File: config.mk
export PLATFORM = sky130hd
export DESIGN_NAME = prco_uart_tx_arb
export DESIGN_NICKNAME = d
export VERILOG_FILES = /design/src/rtl/prco_io_pkg.sv /design/src/rtl/prco_sync_fifo.sv /design/src/rtl/prco_uart_tx_arb.sv
export SDC_FILE = /design/constraint.sdc
export NUM_CORES = 1
export LEC_CHECK = 0
export BUFFER_PORTS_ARGS = -buffer_cell sky130_fd_sc_hd__buf_4
export CELL_PAD_IN_SITES_DETAIL_PLACEMENT = 1
export CELL_PAD_IN_SITES_GLOBAL_PLACEMENT = 1
export CORE_MARGIN = 2
export CORE_UTILIZATION = 25
export CTS_BUF_LIST = sky130_fd_sc_hd__clkbuf_2
export DETAILED_ROUTE_END_ITERATION = 16
export GPL_ROUTABILITY_DRIVEN = 1
export GPL_TIMING_DRIVEN = 0
export PLACE_DENSITY_LB_ADDON = 0.1
export SLEW_MARGIN = 20
export SYNTH_ARGS = -nofsm -noshare
export SYNTH_HDL_FRONTEND = slang
export SYNTH_HIERARCHICAL = 1
export SYNTH_SLANG_ARGS = --single-unit
File: constraint.sdc
create_clock -name i_clk -period 2.6 [get_ports i_clk]
set_input_delay 0.26 -clock i_clk [delete_from_list [all_inputs] [get_ports i_clk]]
set_output_delay 0.26 -clock i_clk [all_outputs]
set_load 0.1 [all_outputs]
File: src/rtl/prco_io_pkg.sv
`default_nettype none
// ============================================================================
// Module   : prco_io_pkg
// Purpose  : Shared types and constants for the UART1 TX byte-path arbiter:
//            sequencer state encoding, default widths/depths and requester
//            indices used by the round-robin pointer.
// Revision : 1.0 - initial release
// ============================================================================
package prco_io_pkg;

  localparam int DEF_DATA_W     = 8;
  localparam int DEF_FIFO_DEPTH = 4;

  // Round-robin pointer values: which requester wins a tie next
  localparam logic RR_CPU = 1'b0;
  localparam logic RR_DBG = 1'b1;

  // TX sequencer states
  typedef enum logic [1:0] {
    ST_IDLE   = 2'd0,
    ST_START  = 2'd1,
    ST_SETTLE = 2'd2,
    ST_WAIT   = 2'd3
  } tx_state_t;

endpackage
`default_nettype wire

File: src/rtl/prco_sync_fifo.sv
`default_nettype none
// ============================================================================
// Module   : prco_sync_fifo
// Purpose  : Single-clock FIFO with registered occupancy count. Head data is
//            presented combinationally (first-word fall-through).
// Ports    : i_clk, i_rst     clock, asynchronous active-high reset
//            i_push, i_wdata  write request and data (ignored when full)
//            i_pop            read request (ignored when empty)
//            o_rdata          data at the head of the queue
//            o_count          number of entries held
//            o_full, o_empty  occupancy flags derived from o_count
// Revision : 1.0 - initial release
// ============================================================================
module prco_sync_fifo #(
  parameter  int WIDTH = 8,
  parameter  int DEPTH = 4,
  localparam int PTR_W = $clog2(DEPTH),
  localparam int CNT_W = PTR_W + 1
) (
  input  logic             i_clk,
  input  logic             i_rst,
  input  logic             i_push,
  input  logic [WIDTH-1:0] i_wdata,
  input  logic             i_pop,
  output logic [WIDTH-1:0] o_rdata,
  output logic [CNT_W-1:0] o_count,
  output logic             o_full,
  output logic             o_empty
);

  logic [WIDTH-1:0] r_mem [DEPTH];
  logic [PTR_W-1:0] r_wr_ptr;
  logic [PTR_W-1:0] r_rd_ptr;
  logic [CNT_W-1:0] r_count;
  logic             w_push;
  logic             w_pop;

  assign o_full  = (r_count == CNT_W'(DEPTH));
  assign o_empty = (r_count == '0);
  assign o_count = r_count;
  assign o_rdata = r_mem[r_rd_ptr];

  // Protect the pointers against a misbehaving caller
  assign w_push = i_push & ~o_full;
  assign w_pop  = i_pop  & ~o_empty;

  // Storage is not reset; only the pointers define what is valid.
  always_ff @(posedge i_clk) begin
    if (w_push) begin
      r_mem[r_wr_ptr] <= i_wdata;
    end
  end

  // DEPTH is a power of 2, so pointers wrap by natural overflow.
  always_ff @(posedge i_clk or posedge i_rst) begin
    if (i_rst) begin
      r_wr_ptr <= '0;
      r_rd_ptr <= '0;
      r_count  <= '0;
    end else begin
      if (w_push) begin
        r_wr_ptr <= r_wr_ptr + PTR_W'(1);
      end
      if (w_pop) begin
        r_rd_ptr <= r_rd_ptr + PTR_W'(1);
      end
      case ({w_push, w_pop})
        2'b10:   r_count <= r_count + CNT_W'(1);
        2'b01:   r_count <= r_count - CNT_W'(1);
        default: r_count <= r_count;
      endcase
    end
  end

endmodule
`default_nettype wire

File: src/rtl/prco_uart_tx_arb.sv
`default_nettype none
// ============================================================================
// Module   : prco_uart_tx_arb
// Purpose  : Shares the UART1 transmit byte path between the CPU store path
//            and the debug port. Granted bytes are queued in a small FIFO and
//            a sequencer issues them one at a time to the TX engine with a
//            start/busy handshake.
// Ports    : i_clk, i_rst                  clock, async active-high reset
//            i_req_cpu, i_data_cpu         CPU byte request (held until gnt)
//            q_gnt_cpu                     pulse: CPU byte captured last edge
//            i_req_dbg, i_data_dbg         debug byte request (held until gnt)
//            q_gnt_dbg                     pulse: debug byte captured last edge
//            q_tx_data, q_tx_start         byte and start pulse to TX engine
//            i_tx_busy                     TX engine shifting a byte
//            q_fifo_count, q_full, q_empty queue occupancy
//            q_idle                        sequencer idle and queue empty
// Revision : 1.0 - initial release
// ============================================================================
module prco_uart_tx_arb
  import prco_io_pkg::*;
#(
  parameter  int DATA_W     = DEF_DATA_W,
  parameter  int FIFO_DEPTH = DEF_FIFO_DEPTH,
  localparam int CNT_W      = $clog2(FIFO_DEPTH) + 1
) (
  input  logic              i_clk,
  input  logic              i_rst,
  input  logic              i_req_cpu,
  input  logic [DATA_W-1:0] i_data_cpu,
  output logic              q_gnt_cpu,
  input  logic              i_req_dbg,
  input  logic [DATA_W-1:0] i_data_dbg,
  output logic              q_gnt_dbg,
  output logic [DATA_W-1:0] q_tx_data,
  output logic              q_tx_start,
  input  logic              i_tx_busy,
  output logic [CNT_W-1:0]  q_fifo_count,
  output logic              q_full,
  output logic              q_empty,
  output logic              q_idle
);

  // --------------------------------------------------------------------------
  // Arbiter
  // --------------------------------------------------------------------------
  logic              r_gnt_cpu;
  logic              r_gnt_dbg;
  logic              r_rr;
  logic              w_elig_cpu;
  logic              w_elig_dbg;
  logic              w_win_cpu;
  logic              w_win_dbg;
  logic              w_push;
  logic [DATA_W-1:0] w_push_data;
  logic              w_full;
  logic              w_empty;
  logic              w_pop;
  logic [DATA_W-1:0] w_head;
  logic [CNT_W-1:0]  w_count;

  // A port whose gnt is high is presenting an already-captured byte this
  // cycle, so it sits out. Full is the registered flag: a same-cycle pop
  // never makes room for a push.
  assign w_elig_cpu = i_req_cpu & ~r_gnt_cpu & ~w_full;
  assign w_elig_dbg = i_req_dbg & ~r_gnt_dbg & ~w_full;

  assign w_win_cpu = w_elig_cpu & (~w_elig_dbg | (r_rr == RR_CPU));
  assign w_win_dbg = w_elig_dbg & (~w_elig_cpu | (r_rr == RR_DBG));

  assign w_push      = w_win_cpu | w_win_dbg;
  assign w_push_data = w_win_cpu ? i_data_cpu : i_data_dbg;

  always_ff @(posedge i_clk or posedge i_rst) begin
    if (i_rst) begin
      r_gnt_cpu <= 1'b0;
      r_gnt_dbg <= 1'b0;
      r_rr      <= RR_CPU;
    end else begin
      r_gnt_cpu <= w_win_cpu;
      r_gnt_dbg <= w_win_dbg;
      // The pointer only moves when it actually decided a tie
      if (w_elig_cpu && w_elig_dbg) begin
        r_rr <= (r_rr == RR_CPU) ? RR_DBG : RR_CPU;
      end
    end
  end

  // --------------------------------------------------------------------------
  // Byte queue
  // --------------------------------------------------------------------------
  prco_sync_fifo #(
    .WIDTH (DATA_W),
    .DEPTH (FIFO_DEPTH)
  ) u_fifo (
    .i_clk   (i_clk),
    .i_rst   (i_rst),
    .i_push  (w_push),
    .i_wdata (w_push_data),
    .i_pop   (w_pop),
    .o_rdata (w_head),
    .o_count (w_count),
    .o_full  (w_full),
    .o_empty (w_empty)
  );

  // --------------------------------------------------------------------------
  // TX sequencer
  // --------------------------------------------------------------------------
  tx_state_t         r_state;
  tx_state_t         w_state_nxt;
  logic              w_tx_start;
  logic [DATA_W-1:0] r_tx_data;

  always_ff @(posedge i_clk or posedge i_rst) begin
    if (i_rst) begin
      r_state <= ST_IDLE;
    end else begin
      r_state <= w_state_nxt;
    end
  end

  always_comb begin
    w_state_nxt = r_state;
    w_pop       = 1'b0;
    w_tx_start  = 1'b0;
    case (r_state)
      ST_IDLE: begin
        if (!w_empty) begin
          w_pop       = 1'b1;
          w_state_nxt = ST_START;
        end
      end
      ST_START: begin
        w_tx_start  = 1'b1;
        w_state_nxt = ST_SETTLE;
      end
      // The TX engine raises busy one cycle after start; busy is not
      // trustworthy until the following cycle.
      ST_SETTLE: begin
        w_state_nxt = ST_WAIT;
      end
      ST_WAIT: begin
        if (!i_tx_busy) begin
          w_state_nxt = ST_IDLE;
        end
      end
      default: begin
        w_state_nxt = ST_IDLE;
      end
    endcase
  end

  // Holds the last popped byte until the next pop
  always_ff @(posedge i_clk or posedge i_rst) begin
    if (i_rst) begin
      r_tx_data <= '0;
    end else if (w_pop) begin
      r_tx_data <= w_head;
    end
  end

  assign q_gnt_cpu    = r_gnt_cpu;
  assign q_gnt_dbg    = r_gnt_dbg;
  assign q_tx_data    = r_tx_data;
  assign q_tx_start   = w_tx_start;
  assign q_fifo_count = w_count;
  assign q_full       = w_full;
  assign q_empty      = w_empty;
  assign q_idle       = (r_state == ST_IDLE) & w_empty;

endmodule
`default_nettype wire

; ---- Yosys cells after proc, flatten, opt, wreduce, memory -nomap -nowiden
; Memory sizes are Yosys's and may differ from the RTL's. A register that Yosys moved wholly into a read port is not among the register bits.
; Cells that the tools add are included.
[totals]
register_bits = 12
latchBits = 0
mem_bits_rw = 32
romBits = 0
inputBits = 21
output_inout_bits = 17
wordCells = 55
mem_count = 1
[classes]
add_sub_neg = 4
mul = 0
div_mod_pow = 0
magnitude_cmp = 0
n_eq_ne = 8
shift = 0
muxes = 11
bitwise = 19
n_reduce_logical = 5
[mem_list]
columns = name, depth, word_bits, rd, rd_clocked_by_memory_dff, write_ports, line_no
row1 = u_fifo.r_mem, 4, 8, 1, 1, 1, prco_sync_fifo.sv:31  ; logic [WIDTH-1:0] r_mem [DEPTH];
[ops]
columns = operator, n
row1 = 1-bit AND, 9
row2 = 8-bit two-way mux, 1
row3 = 2-bit case mux with 4 select lines, 1
row4 = 1-bit inverter, 7
row5 = "2-bit == test, second input constant", 3
row6 = 1-bit two-way mux, 6
row7 = 3-bit case mux with 2 select lines, 1
row8 = "2-bit by 1-bit adder with 2-bit output, second input constant", 2
row9 = "2-bit by 1-bit == test with 1-bit output, second input constant", 2
row10 = 2-bit two-way mux, 2
row11 = "2-bit inequality test, second input constant", 2
row12 = "3-bit by 1-bit adder with 3-bit output, second input constant", 1
row13 = "3-bit == test, second input constant", 1
row14 = 3-bit zero test, 1
row15 = 1-bit bitwise OR, 3
row16 = "3-bit by 1-bit subtractor with 3-bit output, second input constant", 1
row17 = 2-bit zero test, 1
row18 = 2-bit AND reduction, 1
row19 = 2-bit nonzero test, 1
row20 = 1-bit logical AND, 1

; ---- Longest topological paths before layout
[depth]
ltp_word = 10
mapped_depth = 11
mapped_depth_nobuf = 10

; ---- By module
; Netlist, hierarchy kept.
[modules_own_cells]
columns = module, n_inst, cells_each, area_each_um2, seq_area_each_um2
row1 = prco_sync_fifo, 1, 80, 1596.5, 1136.1
row2 = prco_uart_tx_arb, 1, 56, 729.4, 325.3

; ---- Worst setup path before layout
; OpenSTA, ideal clock, no wires.
[synth_timing]
kind = register to register
start = register u_fifo.r_count[0] (netlist: u_fifo/o_count[0])
end = register u_fifo.r_count[2] (netlist: u_fifo/o_count[2])
setup_ns = 0.164
arrival_ns = 4.384
required_time_ns = 2.436
slack_ns = -1.948
path_stages_with_launch = 11
n_path_buf = 1
period_less_slack_ns = 4.548
path_cell_list = dfrtp_1 -> nor3_1 -> nor2b_1 -> buf_2 -> o31a_2 -> ha_1 -> inv_1 -> fa_1 -> xor2_1 -> nor2_1 -> xor2_1
[synth_via]
word_cells_on_any_way = 23
classes_between = add/sub (2) / eq/ne (3) / mux (3) / bitwise (13) / reduce/logical (2)
[synth_lines]
columns = element, line_no
row1 = from (decl), prco_sync_fifo.sv:34  ; logic [CNT_W-1:0] r_count;
row2 = from (signal assigned), prco_sync_fifo.sv:68  ; 2'b10: r_count <= r_count + CNT_W'(1);
row3 = from (signal assigned), prco_sync_fifo.sv:69  ; 2'b01: r_count <= r_count - CNT_W'(1);
row4 = from (signal assigned), prco_sync_fifo.sv:70  ; default: r_count <= r_count;
row5 = 3-bit zero test (*), prco_sync_fifo.sv:39  ; assign o_empty = (r_count == '0);
row6 = via q_empty, prco_uart_tx_arb.sv:39  ; output logic q_empty,
row7 = 1-bit two-way mux (*), prco_uart_tx_arb.sv:128  ; if (!w_empty) begin
row8 = 1-bit two-way mux (*), prco_uart_tx_arb.sv:126  ; case (r_state)
row9 = via w_pop, prco_uart_tx_arb.sv:57  ; logic w_pop;
row10 = 1-bit AND (*), prco_sync_fifo.sv:45  ; assign w_pop = i_pop & ~o_empty;
row11 = via u_fifo.w_pop, prco_sync_fifo.sv:36  ; logic w_pop;
row12 = 2-bit by 1-bit == test with 1-bit output / 2-bit == test (equally long branches), prco_sync_fifo.sv:67  ; case ({w_push, w_pop})
row13 = 3-bit case mux with 2 select lines / 2-bit nonzero test (equally long branches), --
; Mark *: on every way through the listed nets, which the timed path passes. The rest lies on a longest branch.
; A chain may end at the register's enable or synchronous reset.

; ---- Final worst setup path
[layout_timing]
start = register r_state[0]
end = register u_fifo.r_count[2] (netlist: u_fifo/o_count[2])
[layout_via]
elab_chain_cells = 5
word_cells_on_any_way = 7
classes_between = eq/ne (2) / mux (2) / bitwise (1) / reduce/logical (2)
[layout_lines]
columns = element, line_no
row1 = from (decl), prco_uart_tx_arb.sv:109  ; tx_state_t r_state;
row2 = from (signal assigned), prco_uart_tx_arb.sv:118  ; r_state <= w_state_nxt;
row3 = 2-bit zero test (*), prco_uart_tx_arb.sv:126
row4 = 1-bit two-way mux (*), prco_uart_tx_arb.sv:126
row5 = via w_pop, prco_uart_tx_arb.sv:57
row6 = 1-bit AND (*), prco_sync_fifo.sv:45
row7 = via u_fifo.w_pop, prco_sync_fifo.sv:36
row8 = 2-bit by 1-bit == test with 1-bit output / 2-bit == test (equally long branches), prco_sync_fifo.sv:67
row9 = 3-bit case mux with 2 select lines / 2-bit nonzero test (equally long branches), --
; Marks and branches as above.

==> out/qor.csv <==
stage;metric;value;unit
finish;final_core_utilization;31.3;%
global_route;grt_util_all_layers;9.89;%
routing;via_per_inst;4.26;
setup_path;critPathCaptureType;flop;
die;ios;38;
finish;drive_above_1_share;48.6;%
synth;ys_seq_area_share;62.8;%
finish;syn2layout_area_growth;23.1;%
sta;fin_skew;0.0229;ns
status;status;finished, final reports clean;
sta;fmax;413;MHz
clocking;clkLatencyLatePin;0.42;ns
finish;num_antenna_cells;0;
setup_path;path_common_cell;xor2_1;
die;coreArea;9150;µm²
synth;synth-warning-count;6;
sta;slew_viol_final;0;
clocking;clockBufferDepth;2;
routing;ant_nets;0;
global_route;grt_overflow_total;0;
clocking;root_buffer;clkbuf_2;
sta;rsz0062_at_grt;no;
sta;slew_headroom;57.1;%
clocking;clock-sinks;52;
sta;finalSetupViolations;0;
synth;yosysTopAreaCellShare;41.3;%
sta;min_period;2.42;ns
synth;synthCells;136;
synth;syn_nets;168;
synth;netlist-cell-type-count;29;
placed_design;dp_hpwl;3310;µm
clocking;clk_pin_slew;0.27;ns
setup_path;worstPathRequired;2.95;ns
setup_path;cp_slowest_stage_delay;0.46;ns
die;die_w;100;µm
placed_design;port-buffer-count;37;
clocking;cts_tree;done;
finish;fin_cells;294;
routing;drt_iter0_markers;26;
die;initial_core_util;25.4;%
clocking;cts_inserted_buffers;5;
setup_path;path_cells;inv_1 > ha_1 > nor2b_1 > buf_6 > o31a_2 > ha_2 > inv_2 > fa_2 > xor2_1 > nor2_1 > xor2_1;
routing;drt-wirelength-per-cell;15.4;µm
sta;hold_viol;0;
placed_design;place_congestion;0.640;
global_route;first_global_vias;1391;
setup_path;cp_data_arrival_time;2.78;ns
die;die_area;10100;µm²
sta;finalCritPeriodShare;93.2;%
global_route;grt_pass1_wl;7310;µm
global_route;grt_start_max_net_pins;17;
placed_design;place_inst;284;
clocking;htreeDepth;2;
routing;vias;1253;
routing;first_pass_iters;3;
routing;wirelength;4540;µm
routing;drc;0;
sta;tightestPinTransition;0.642;ns
setup_path;cp-start-kind;flop;
run;cap_viol_max_count;0;
setup_path;worstPathMaxFanout;9;
die;die_h;100;µm
synth;ys_ff_latch;52;
synth;syn_area;2330;µm²
hold_path;hold_path_class;input pin to flop;
setup_path;cpMaxStageDelayCell;dfrtp_1;
synth;yosysTopAreaCell;edfxtp_1;
synth;avgSynthCellArea;17.1;µm²
global_route;antenna_found_initial;0;
synth;ys_top_cells_by_area;edfxtp_1 (41%), dfrtp_1 (22%), mux4_2 (7.7%), mux2_4 (5.8%), ha_1 (5.4%);
setup_path;critPathKind;flop to flop;
finish;fin_nets;214;
die;num_rows;35;
-- path summary, 6_finish.rpt --
| check | start | end | slack (ns) | cells after the start |
|---|---|---|---|---|
| worst min register to register | r_rr | r_rr | 0.54 | 1 |
| worst max register to register | r_state[0] | u_fifo/o_count[2] | 0.18 | 11 |
| worst max-delay path | r_state[0] | u_fifo/o_count[2] | 0.18 | 11 |
| min in group asynchronous | i_rst | u_fifo/r_wr_ptr[0] | 0.29 | 3 |
| max in group asynchronous | i_rst | q_tx_data[0] | 1.73 | 3 |
| worst min-delay path | i_data_dbg[7] | u_fifo/r_mem[1][7] | 0.14 | 2 |
-- metal layers --
metal	up-vias	track usage (%)	share of wire, %
met3	5	2.64	3.5
met5	-	0	0
met1	646	11.3	41
li1	580	-	-
met2	22	17.8	55
met4	0	3.48	1.2
-- area by class of cell --
| type | count | area [µm²] |
|---|---|---|
| Clock inverter | 3 | 42.5 |
| Fill cell | 950 | 6290 |
| Sequential cell | 52 | 1470 |
| Inverter | 12 | 45.0 |
| Clock buffer | 5 | 25.0 |
| Tap cell | 111 | 139 |
| Buffer | 4 | 31.3 |
| Multi-Input combinational cell | 68 | 812 |
| Timing Repair Buffer | 39 | 295 |
-- synthesized netlist by cell type --
master,instances
buf_2,2
nor2_1,2
ha_1,10
inv_1,12
mux2i_1,1
clkbuf_1,1
xor2_1,4
nor3b_4,1
nor3_1,3
mux4_2,8
a22oi_1,1
a21oi_1,1
xnor2_1,3
nand2_1,2
o31a_2,1
nand2b_4,1
mux2_2,8
dfrtp_1,20
and2_2,4
and2_1,1
nor2b_4,1
mux2_4,9
buf_6,1
o21ai_0,3
edfxtp_1,32
a311o_1,1
nand2b_1,1
fa_1,1
nor2b_1,1
-- through the flow --
| step | setup TNS (ns) | cell area, µm² | worst slack (ns) | hold slack [ns] |
|---|---|---|---|---|
| floorplan | -2.08 | 2350 | -0.453 | 0.0635 |
| global placement | 0 | 2770 | 0.168 | 0.230 |
| detailed placement | 0 | 2770 | 0.0626 | 0.234 |
| CTS | 0 | 2850 | 0.0752 | 0.103 |
| global route | 0 | 2860 | 0.00697 | 0.0756 |
| finish | 0 | 2860 | 0.177 | 0.141 |
-- cell families (layout without fill, tap and decap cells) --
family | after synthesis | after routing | synth area share, %
multiplexers | 26 | 26 | 17.9
AND/OR/NAND/NOR | 17 | 17 | 5.38
AO/OA/AOI/OAI | 7 | 7 | 2.04
adder cells (fa/ha/maj) | 11 | 11 | 6.24
XOR/XNOR | 7 | 7 | 2.64
buffers and inverters | 16 | 63 | 3.01
flip-flops | 52 | 52 | 62.8
-- sequential cells by signal (all words and copies together) (netlist names) --
register / count
q_gnt_cpu: 1
q_gnt_dbg: 1
q_tx_data: 8
r_rr: 1
r_state: 2
u_fifo/o_count: 3
u_fifo/r_mem: 32
u_fifo/r_rd_ptr: 2
u_fifo/r_wr_ptr: 2
-- cell usage in the layout, fill, tap and decap left out, types with 3 or more instances in the layout --
master / Yosys / layout
buf_4: 0 / 38
edfxtp_1: 32 / 32
dfrtp_1: 20 / 17
inv_1: 12 / 11
mux2_4: 9 / 9
ha_1: 10 / 9
mux2_2: 8 / 8
mux4_2: 8 / 8
and2_2: 4 / 5
clkbuf_2: 0 / 5
xor2_1: 4 / 4
o21ai_0: 3 / 3
xnor2_1: 3 / 3
dfrtp_4: 0 / 3
-- what timing repair did --
action,4_1_cts,5_1_grt
endpoints found under the hold margin,20,0
setup endpoints to repair,1,1
hold buffers,1,0
cloned,0,0
resized for setup,1,1
buffers inserted,0,1
-- worst max-delay path: cells and delay by family, from the launching register on --
kind            cells  cell delay (ns)
fa+ha+maj           3             0.75
compound gates      1             0.19
simple gates        2             0.30
buf+inv             3             0.35
xor+xnor            2             0.30
flops               1             0.46
Power is not shown: default switching activity piles up to over one toggle a cycle in this logic, so the estimate is an artifact.
